**src/rtl/dmem_arbiter_if.sv**
```systemverilog
// ---------------------------------------------------------------------------
// dmem_arbiter_if -- one requester port of the data-memory arbiter.
//
// Command side (requester -> arbiter):
//   req    request; held with the other fields stable until gnt at a clock edge
//   we     1 = write, 0 = read
//   addr   byte address (AW bits)
//   wdata  write data (DW bits)
//   lock   keep the arbiter locked to this port (only with DMEM_ARB_LOCK_EN)
// Response side (arbiter -> requester):
//   gnt    command accepted this cycle (combinational)
//   rvalid one-cycle response pulse, two cycles after gnt
//   rdata  read data (0 for writes and errors), valid with rvalid
//   err    misaligned / out-of-range access, valid with rvalid
//
// Build option: define DMEM_ARB_LOCK_EN to add the lock signal.
// ---------------------------------------------------------------------------
interface dmem_arbiter_if #(
  parameter int AW = 32,
  parameter int DW = 32
);
  logic          req;
  logic          we;
  logic [AW-1:0] addr;
  logic [DW-1:0] wdata;
`ifdef DMEM_ARB_LOCK_EN
  logic          lock;
`endif
  logic          gnt;
  logic          rvalid;
  logic [DW-1:0] rdata;
  logic          err;

`ifdef DMEM_ARB_LOCK_EN
  modport master (output req, we, addr, wdata, lock, input gnt, rvalid, rdata, err);
  modport slave  (input req, we, addr, wdata, lock, output gnt, rvalid, rdata, err);
`else
  modport master (output req, we, addr, wdata, input gnt, rvalid, rdata, err);
  modport slave  (input req, we, addr, wdata, output gnt, rvalid, rdata, err);
`endif
endinterface

```
**src/rtl/dmem_arbiter.sv**
```systemverilog
// ---------------------------------------------------------------------------
// dmem_arbiter -- two-port arbiter / sequencer in front of a single-port
// data memory (DEPTH x DW words, combinational read, write on mem_we).
//
// Pipeline (one access per cycle):
//   N   : winner gets gnt, command registered at the end of N
//   N+1 : memory driven from the registered command, mem_rdata captured
//   N+2 : owner's rvalid pulses (writes acknowledge with rdata = 0)
//
// Ports:
//   clk        rising-edge clock
//   reset_n    asynchronous active-low reset
//   p0, p1     requester ports (dmem_arbiter_if.slave); p0 = CPU, p1 = loader
//   mem_we     memory write enable (only for valid, non-errored writes)
//   mem_addr   memory word index, zero-extended to AW bits
//   mem_wdata  memory write data
//   mem_rdata  memory read data, combinational from mem_addr
//
// Parameters: AW, DW, DEPTH (power of 2), FIXED_PRI (0 = round-robin,
// 1 = p0 always wins a contention).
//
// Build option: DMEM_ARB_LOCK_EN adds per-port lock; a grant with lock=1
// pins the arbiter to that port until it issues a lock=0 command or drops req.
// ---------------------------------------------------------------------------
module dmem_arbiter #(
  parameter int AW        = 32,
  parameter int DW        = 32,
  parameter int DEPTH     = 128,
  parameter int FIXED_PRI = 0
) (
  input  logic          clk,
  input  logic          reset_n,
  dmem_arbiter_if.slave p0,
  dmem_arbiter_if.slave p1,
  output logic          mem_we,
  output logic [AW-1:0] mem_addr,
  output logic [DW-1:0] mem_wdata,
  input  logic [DW-1:0] mem_rdata
);

  localparam int IW = $clog2(DEPTH);

  typedef enum logic [1:0] {ARB, LOCK0, LOCK1} state_t;

  state_t state_reg, state_next;
  logic   last_winner_reg, last_winner_next;
  logic   gnt_p0, gnt_p1;

  // Registered command (memory stage)
  logic          cmd_valid_reg;
  logic          cmd_port_reg;
  logic          cmd_we_reg;
  logic          cmd_err_reg;
  logic [IW-1:0] cmd_idx_reg;
  logic [DW-1:0] cmd_wdata_reg;

  // Registered response (return stage)
  logic          rsp_valid_reg;
  logic          rsp_port_reg;
  logic          rsp_err_reg;
  logic [DW-1:0] rsp_data_reg;

  // Per-port address decode
  logic [AW-1:0] addr_arr [2];
  logic [IW-1:0] idx_arr  [2];
  logic [1:0]    err_vec;
  logic [1:0]    rvalid_vec;

  assign addr_arr[0] = p0.addr;
  assign addr_arr[1] = p1.addr;

  genvar gi;
  generate
    for (gi = 0; gi < 2; gi++) begin : g_port
      assign idx_arr[gi] = addr_arr[gi][IW+1:2];
      // Anything at or above 4*DEPTH has a nonzero bit above the word index.
      assign err_vec[gi] = (addr_arr[gi][1:0] != 2'b00) ||
                           ((addr_arr[gi] >> (IW + 2)) != '0);
      assign rvalid_vec[gi] = rsp_valid_reg && (rsp_port_reg == 1'(gi));
    end
  endgenerate

  // -------------------------------------------------------------------------
  // Arbitration FSM: next state, grants, last winner
  // -------------------------------------------------------------------------
  always_comb begin
    state_next       = state_reg;
    last_winner_next = last_winner_reg;
    gnt_p0           = 1'b0;
    gnt_p1           = 1'b0;
    case (state_reg)
`ifdef DMEM_ARB_LOCK_EN
      LOCK0: begin
        // Only p0 may be served; any exit hands priority to p1 next time.
        if (p0.req) begin
          gnt_p0 = 1'b1;
        end
        if (!p0.req || !p0.lock) begin
          state_next       = ARB;
          last_winner_next = 1'b0;
        end
      end
      LOCK1: begin
        if (p1.req) begin
          gnt_p1 = 1'b1;
        end
        if (!p1.req || !p1.lock) begin
          state_next       = ARB;
          last_winner_next = 1'b1;
        end
      end
`endif
      default: begin
        state_next = ARB;
        if (p0.req && p1.req) begin
          if ((FIXED_PRI != 0) || last_winner_reg) begin
            gnt_p0 = 1'b1;
          end else begin
            gnt_p1 = 1'b1;
          end
        end else if (p0.req) begin
          gnt_p0 = 1'b1;
        end else if (p1.req) begin
          gnt_p1 = 1'b1;
        end
        if (gnt_p0) begin
          last_winner_next = 1'b0;
        end
        if (gnt_p1) begin
          last_winner_next = 1'b1;
        end
`ifdef DMEM_ARB_LOCK_EN
        if (gnt_p0 && p0.lock) begin
          state_next = LOCK0;
        end
        if (gnt_p1 && p1.lock) begin
          state_next = LOCK1;
        end
`endif
      end
    endcase
  end

  // -------------------------------------------------------------------------
  // State and pipeline registers
  // -------------------------------------------------------------------------
  always_ff @(posedge clk or negedge reset_n) begin
    if (!reset_n) begin
      state_reg       <= ARB;
      last_winner_reg <= 1'b1;
      cmd_valid_reg   <= 1'b0;
      cmd_port_reg    <= 1'b0;
      cmd_we_reg      <= 1'b0;
      cmd_err_reg     <= 1'b0;
      cmd_idx_reg     <= '0;
      cmd_wdata_reg   <= '0;
      rsp_valid_reg   <= 1'b0;
      rsp_port_reg    <= 1'b0;
      rsp_err_reg     <= 1'b0;
      rsp_data_reg    <= '0;
    end else begin
      state_reg       <= state_next;
      last_winner_reg <= last_winner_next;

      cmd_valid_reg <= gnt_p0 || gnt_p1;
      // Command fields only move on a grant so mem_addr/mem_wdata hold
      // their last values while the memory stage is idle.
      if (gnt_p0 || gnt_p1) begin
        cmd_port_reg  <= gnt_p1;
        cmd_we_reg    <= gnt_p1 ? p1.we : p0.we;
        cmd_err_reg   <= gnt_p1 ? err_vec[1] : err_vec[0];
        cmd_idx_reg   <= gnt_p1 ? idx_arr[1] : idx_arr[0];
        cmd_wdata_reg <= gnt_p1 ? p1.wdata : p0.wdata;
      end

      rsp_valid_reg <= cmd_valid_reg;
      rsp_port_reg  <= cmd_port_reg;
      rsp_err_reg   <= cmd_err_reg;
      rsp_data_reg  <= (cmd_valid_reg && !cmd_we_reg && !cmd_err_reg) ? mem_rdata : '0;
    end
  end

  // -------------------------------------------------------------------------
  // Outputs
  // -------------------------------------------------------------------------
  assign mem_we    = cmd_valid_reg && cmd_we_reg && !cmd_err_reg;
  assign mem_addr  = {{(AW - IW){1'b0}}, cmd_idx_reg};
  assign mem_wdata = cmd_wdata_reg;

  assign p0.gnt    = gnt_p0;
  assign p1.gnt    = gnt_p1;
  assign p0.rvalid = rvalid_vec[0];
  assign p1.rvalid = rvalid_vec[1];
  // Response data/err are forced to 0 on the port that is not being answered.
  assign p0.rdata  = rvalid_vec[0] ? rsp_data_reg : '0;
  assign p1.rdata  = rvalid_vec[1] ? rsp_data_reg : '0;
  assign p0.err    = rvalid_vec[0] && rsp_err_reg;
  assign p1.err    = rvalid_vec[1] && rsp_err_reg;

endmodule
```
**src/flat_wrapper.sv**
```systemverilog
// flat-port wrapper written by rule: the top's interface ports become plain ports
module dmem_arbiter_flat 
#(
  parameter int AW        = 32,
  parameter int DW        = 32,
  parameter int DEPTH     = 128,
  parameter int FIXED_PRI = 0
)
  (clk, reset_n, mem_we, mem_addr, mem_wdata, mem_rdata, p0_req, p0_we, p0_addr, p0_wdata, p0_gnt, p0_rvalid, p0_rdata, p0_err, p1_req, p1_we, p1_addr, p1_wdata, p1_gnt, p1_rvalid, p1_rdata, p1_err);
  dmem_arbiter_if #(.AW(AW), .DW(DW)) p0_i ();
  dmem_arbiter_if #(.AW(AW), .DW(DW)) p1_i ();
  input  logic clk;
  input  logic reset_n;
  output logic mem_we;
  output logic [AW-1:0] mem_addr;
  output logic [DW-1:0] mem_wdata;
  input  logic [DW-1:0] mem_rdata;
  input wire logic [$bits(p0_i.req)-1:0] p0_req;
  input wire logic [$bits(p0_i.we)-1:0] p0_we;
  input wire logic [$bits(p0_i.addr)-1:0] p0_addr;
  input wire logic [$bits(p0_i.wdata)-1:0] p0_wdata;
  output wire logic [$bits(p0_i.gnt)-1:0] p0_gnt;
  output wire logic [$bits(p0_i.rvalid)-1:0] p0_rvalid;
  output wire logic [$bits(p0_i.rdata)-1:0] p0_rdata;
  output wire logic [$bits(p0_i.err)-1:0] p0_err;
  input wire logic [$bits(p1_i.req)-1:0] p1_req;
  input wire logic [$bits(p1_i.we)-1:0] p1_we;
  input wire logic [$bits(p1_i.addr)-1:0] p1_addr;
  input wire logic [$bits(p1_i.wdata)-1:0] p1_wdata;
  output wire logic [$bits(p1_i.gnt)-1:0] p1_gnt;
  output wire logic [$bits(p1_i.rvalid)-1:0] p1_rvalid;
  output wire logic [$bits(p1_i.rdata)-1:0] p1_rdata;
  output wire logic [$bits(p1_i.err)-1:0] p1_err;
  assign p0_i.req = p0_req;
  assign p0_i.we = p0_we;
  assign p0_i.addr = p0_addr;
  assign p0_i.wdata = p0_wdata;
  assign p0_gnt = p0_i.gnt;
  assign p0_rvalid = p0_i.rvalid;
  assign p0_rdata = p0_i.rdata;
  assign p0_err = p0_i.err;
  assign p1_i.req = p1_req;
  assign p1_i.we = p1_we;
  assign p1_i.addr = p1_addr;
  assign p1_i.wdata = p1_wdata;
  assign p1_gnt = p1_i.gnt;
  assign p1_rvalid = p1_i.rvalid;
  assign p1_rdata = p1_i.rdata;
  assign p1_err = p1_i.err;
  dmem_arbiter #(.AW(AW), .DW(DW), .DEPTH(DEPTH), .FIXED_PRI(FIXED_PRI)) u_core (.clk(clk), .reset_n(reset_n), .p0(p0_i), .p1(p1_i), .mem_we(mem_we), .mem_addr(mem_addr), .mem_wdata(mem_wdata), .mem_rdata(mem_rdata));
endmodule
```
**config.mk**
```make
export PLATFORM = sky130hd
export DESIGN_NAME = dmem_arbiter_flat
export DESIGN_NICKNAME = d
export VERILOG_FILES = /design/src/rtl/dmem_arbiter_if.sv /design/src/rtl/dmem_arbiter.sv /design/src/flat_wrapper.sv
export SDC_FILE = /design/constraint.sdc
export NUM_CORES = 1
export LEC_CHECK = 0
export ABC_AREA = 1
export CAP_MARGIN = 10
export CORE_MARGIN = 2
export CORE_UTILIZATION = 31
export DETAILED_ROUTE_END_ITERATION = 10
export HOLD_SLACK_MARGIN = 0.05
export MAX_ROUTING_LAYER = met4
export PLACE_DENSITY = 0.78
export SYNTH_ARGS = -nofsm -noshare
export SYNTH_HDL_FRONTEND = slang
export SYNTH_SLANG_ARGS = --single-unit
```
**constraint.sdc**
```tcl
create_clock -name clk -period 1.1 [get_ports clk]
set_input_delay 0.165 -clock clk [delete_from_list [all_inputs] [get_ports clk]]
set_output_delay 0.165 -clock clk [all_outputs]
set_load 0.005 [all_outputs]
```
* After elaboration in Yosys (flattened, before gate mapping)
Cells that the tools add are included.
Storage, ports and cells: flip-flop bits (word level) 79
Operators by class: muxes and demuxes 16, reductions and logical operators 19, bitwise logic cells 1
Operator list (count):
- 2-to-1 mux 32 bit | 4
- nonzero test 32 bit | 2
- 2-to-1 mux 1 bit | 11
- logical AND 1 bit | 9
- 2-to-1 mux 7 bit | 1
- nonzero test 2 bit | 3
- logical OR 1 bit | 3
- zero test 1 bit | 2
- NOT 1 bit | 1

* Logic depth before layout (Yosys ltp)
word-level depth 4, gate-level depth with buffers 8, gate-level depth less buffers 8

* Worst setup path before layout
OpenSTA, ideal clock, no wires.
path kind register to register, start point register u_core.last_winner_reg, end point register u_core.cmd_idx_reg[6], path buffers 1, slack -78 ps, data arrival time 1110 ps, cell stages (with the launch flop) 6, data required time 1032 ps, cell sequence dfstp_2 -> inv_1 -> o21ai_2 -> buf_2 -> nand3_1 -> nand3_1
On the way: longest elaborated chain between the ends 3, elaborated cells between the ends (all ways) 6
RTL lines:
- start: declaration | RTL line dmem_arbiter.sv:46 | logic last_winner_reg, last_winner_next;
- start signal: assignment | RTL line dmem_arbiter.sv:163 | last_winner_reg <= last_winner_next;
- 2-to-1 mux 1 bit | RTL line dmem_arbiter.sv:116 | if ((FIXED_PRI != 0) || last_winner_reg) begin
- 2-to-1 mux 1 bit | RTL line dmem_arbiter.sv:115 | if (p0.req && p1.req) begin
- 2-to-1 mux 7 bit / logical OR 1 bit (equally long branches) | RTL line dmem_arbiter.sv:172, dmem_arbiter.sv:168
- end signal: assignment | RTL line dmem_arbiter.sv:172 | cmd_idx_reg <= gnt_p1 ? idx_arr[1] : idx_arr[0];
- end: declaration | RTL line dmem_arbiter.sv:54 | logic [IW-1:0] cmd_idx_reg;
Several ways; a longest one is shown, not always the timed one. A chain may end at the register's enable or synchronous reset.

* Worst setup path in the final report
start point register u_core.rsp_port_reg, end point output p0_rdata[14]
On the way: longest elaborated chain between the ends 3
RTL lines:
- start: declaration | RTL line dmem_arbiter.sv:59 | logic rsp_port_reg;
- start signal: assignment | RTL line dmem_arbiter.sv:177 | rsp_port_reg <= cmd_port_reg;
- NOT 1 bit | RTL line dmem_arbiter.sv:79 | assign rvalid_vec[gi] = rsp_valid_reg && (rsp_port_reg == 1'(gi));
- logical AND 1 bit | RTL line dmem_arbiter.sv:79
- 2-to-1 mux 32 bit | RTL line dmem_arbiter.sv:195 | assign p0.rdata = rvalid_vec[0] ? rsp_data_reg : '0;
- end: declaration | RTL line flat_wrapper.sv:24 | output wire logic [$bits(p0_i.rdata)-1:0] p0_rdata;
No other way between the ends.

==> flow_summary_export.csv <==
group,metric,value,unit
drt,vias_per_cell,4.50,
global_route,antenna_found_initial,0,
floorplanning,fp.coreArea,12500,um^2
synthesis,synth-simple-area-share,0.327,
synthesis,synth_edf_count,0,
synthesis,synthTopCellsByArea,"dfrtp_1 50%, nor2_1 12%, nand3_1 10%",
clock_tree,clk_path_buf_depth,2,
power,power_frac_seq,0.352,
clock_tree,clock-sinks,79,
power,p_per_area,1110,nW/um^2
synthesis,synth_top_family_by_area,"simple AND/OR/NAND/NOR gates",
clock_tree,cts_tree,"done",
placed_design,place_hpwl,10.1,mm
drt,wl_met2,8.98,mm
synthesis,syn_area,3920,um^2
clock_tree,clock_latency,340,ps
global_route,grt_pass1_vias,4333,
drt,wl,16.4,mm
power,comb_power_share,0.276,
layout,antenna_cells,0,
layout,final_area,8300,um^2
drt,drc_errors,0,
drt,top_layer,"met4",
sta,min_period_over_period,1.46,
sta,fmax,0.624,GHz
placed_design,io_buffers,275,
placed_design,pre_cts_slack,-586,ps
clock_tree,clockRootBuffer,"clkbuf_16",
placed_design,globalplace.congestion,0.807,
sta,hold_viol,0,
drt,met3_length,1.24,mm
synthesis,ys_warn_count,0,
synthesis,synthFlopType,"dfrtp_1",
worst_setup_path,required,940,ps
synthesis,synth-xor-area-share,0,
synthesis,yosysTopAreaCell,"dfrtp_1",
drt,vias,4659,
synthesis,synth_compound_area_frac,0.00957,
synthesis,yosys.cell_types.count,20,
worst_setup_path,critical_path_class,"flip-flop to output port",
synthesis,synth_top_cell_area_share,0.497,
status,violations,"setup timing",
drt,ant_nets,0,
global_route,overflow,0,
sta,period_needed,1600,ps
worst_setup_path,reg2reg_from,"u_core.last_winner_reg",
synthesis,syn_inst,532,
sta,setup_viol,129,
drt,wl_per_cell,15.8,um
worst_setup_path,cp-end-kind,"output port",
power,p_sw,2.47,mW
power,p_int,6.76,mW
worst_setup_path,critPathLaunch,"u_core.rsp_port_reg",
floorplanning,fp.dieH,117,um
sta,rsz0062_at_grt,"yes",
layout,post-route-util,0.666,
clock_tree,cts_made_buffers,9,
drt,routedLengthMet1,5.63,mm
flow_run,max_cap_viol_count,0,
worst_setup_path,crit_end,"p0_rdata[14]",
synthesis,synth_most_common_cell,"nor2_1",
clock_tree,cts-htree-levels,3,
worst_setup_path,start_kind,"flip-flop",
synthesis,synth_seq_cells,79,
floorplanning,num_io_pins,301,
worst_setup_path,reg2reg_slack,-320,ps
floorplanning,dieArea,13600,um^2
clock_tree,clk_pin_slew,60,ps
power,ir_drop,0.000619,V
hold_path,min_path_type,"primary input to async pin",
status,status,"finished with violations",
synthesis,synth_fa_ha_area_frac,0,
synthesis,synth.avg_cell_area,7.38,um^2
synthesis,synthMuxAreaShare,0,
placed_design,placed_area,6980,um^2
worst_setup_path,cp_max_fo,6,
sta,skew,10.6,ps
global_route,grt_max_degree,44,
floorplanning,start_util,0.315,
synthesis,async_reset_ff_frac,1.00,
worst_setup_path,crit_arrival,1440,ps
global_route,grt_pass1_wl,21.7,mm
sta,slew_violations,0,
layout,drive_above_1_share,0.412,
layout,syn2layout_area_growth,111,%
synthesis,yosysSeqAreaShare,0.504,
worst_setup_path,rr_worst_depth,7,
power,cellLeakagePower,4.11,nW
layout,nets,1025,
floorplanning,die_width,117,um
layout,n_fill_cell,1027,
global_route,track_usage,0.220,
power,swShare,0.268,
drt,drt_iter0_drc,275,
drt,drtPass1Iterations,4,
power,clkPwrFrac,0.372,
sta,setup_ws,-503,ps
worst_setup_path,regToRegEndpoint,"u_core.mem_wdata[0]",
floorplanning,rows,41,
synthesis,synth_common_cells,"126 x nor2_1, 96 x nand2_1, 85 x inv_1",
per-layer routing:
layer  vias to the layer above  global-route usage
li1                       2205                   -
met1                      2161               0.230
met2                       247               0.403
met3                        46              0.0446
met4                         0              0.0889
met5                         -                   -
critical path: stages (launching register included):
cell	delay, ps
dfrtp_1	410
nor2_4	150
clkinv_4	120
clkbuf_16	190
nor2_1	100
buf_2	130
cells by family after synthesis:
| kind of cell | after synthesis |
|---|---|
| AOI/OAI and AO/OA | 5 |
| buffers and inverters | 136 |
| DFF | 79 |
| other | 1 |
| and+or+nand+nor | 311 |
area by class of cell:
cell class              instances  area (um^2)  area share
well taps                     172          215      0.0259
multi-input cells             341         2280       0.275
repair buffers                343         3160       0.380
clock inverters                 5          106      0.0128
clock buffers                  11          233      0.0280
inverters                      85          329      0.0397
flip-flops and latches         79         1980       0.238
cell usage in the layout (no fill, tap or decap), types with 11 or more instances in the layout:
| cell type | n |
|---|---|
| clkbuf_16 | 13 |
| nand3_4 | 12 |
| nor2_1 | 60 |
| clkdlybuf4s50_1 | 162 |
| nand2_1 | 87 |
| buf_6 | 21 |
| nor2_4 | 28 |
| inv_1 | 79 |
| nand3_2 | 64 |
| buf_2 | 97 |
| nor2_2 | 38 |
| dfrtp_1 | 78 |
| clkbuf_2 | 11 |
| buf_4 | 24 |
| conb_1 | 25 |
power by group through the flow:
stage / clock (mW) / sequential, mW / combinational (mW)
global placement: 0 / 3.29 / 1.89
finish: 3.44 / 3.24 / 2.55
detailed placement: 0 / 3.29 / 1.92
floorplan: 0 / 3.29 / 0.592
CTS: 3.50 / 3.24 / 2.20
global route: 3.66 / 3.27 / 2.73
timing repair:
| action | in CTS | in global routing |
|---|---|---|
| pin swaps | 30 | 41 |
| setup buffers | 27 | 11 |
| hold endpoints to repair | 79 | 0 |
| cloned | 8 | 6 |
| gates resized for setup | 503 | 188 |
| setup endpoints to repair | 154 | 159 |
| hold buffers | 1 | 0 |
stage by stage:
step                      std cells  total power [mW]  TNS (ps)  hold WS (ps)
after global placement          975              5.18    -43670         -25.8
after CTS                      1022              8.93    -39230           175
after floorplan                 556              3.88     -29.1          -131
final                          1036              9.23    -40670           175
after detailed placement        975              5.20    -46690         -24.9
after global routing           1036              9.66    -48630           192
worst min path at each step:
stage,slack (ps),end,startpoint,cells past startpoint
2_1_floorplan,-130,u_core.cmd_err_reg,reset_n,0
3_3_place_gp,-30,u_core.mem_wdata[23],reset_n,1
3_5_place_dp,-20,u_core.mem_wdata[23],reset_n,1
4_1_cts,170,u_core.mem_wdata[23],reset_n,2
5_1_grt,190,u_core.mem_wdata[23],reset_n,2
6_report,180,u_core.mem_wdata[23],reset_n,2
Power figures use the tool's default switching activity.
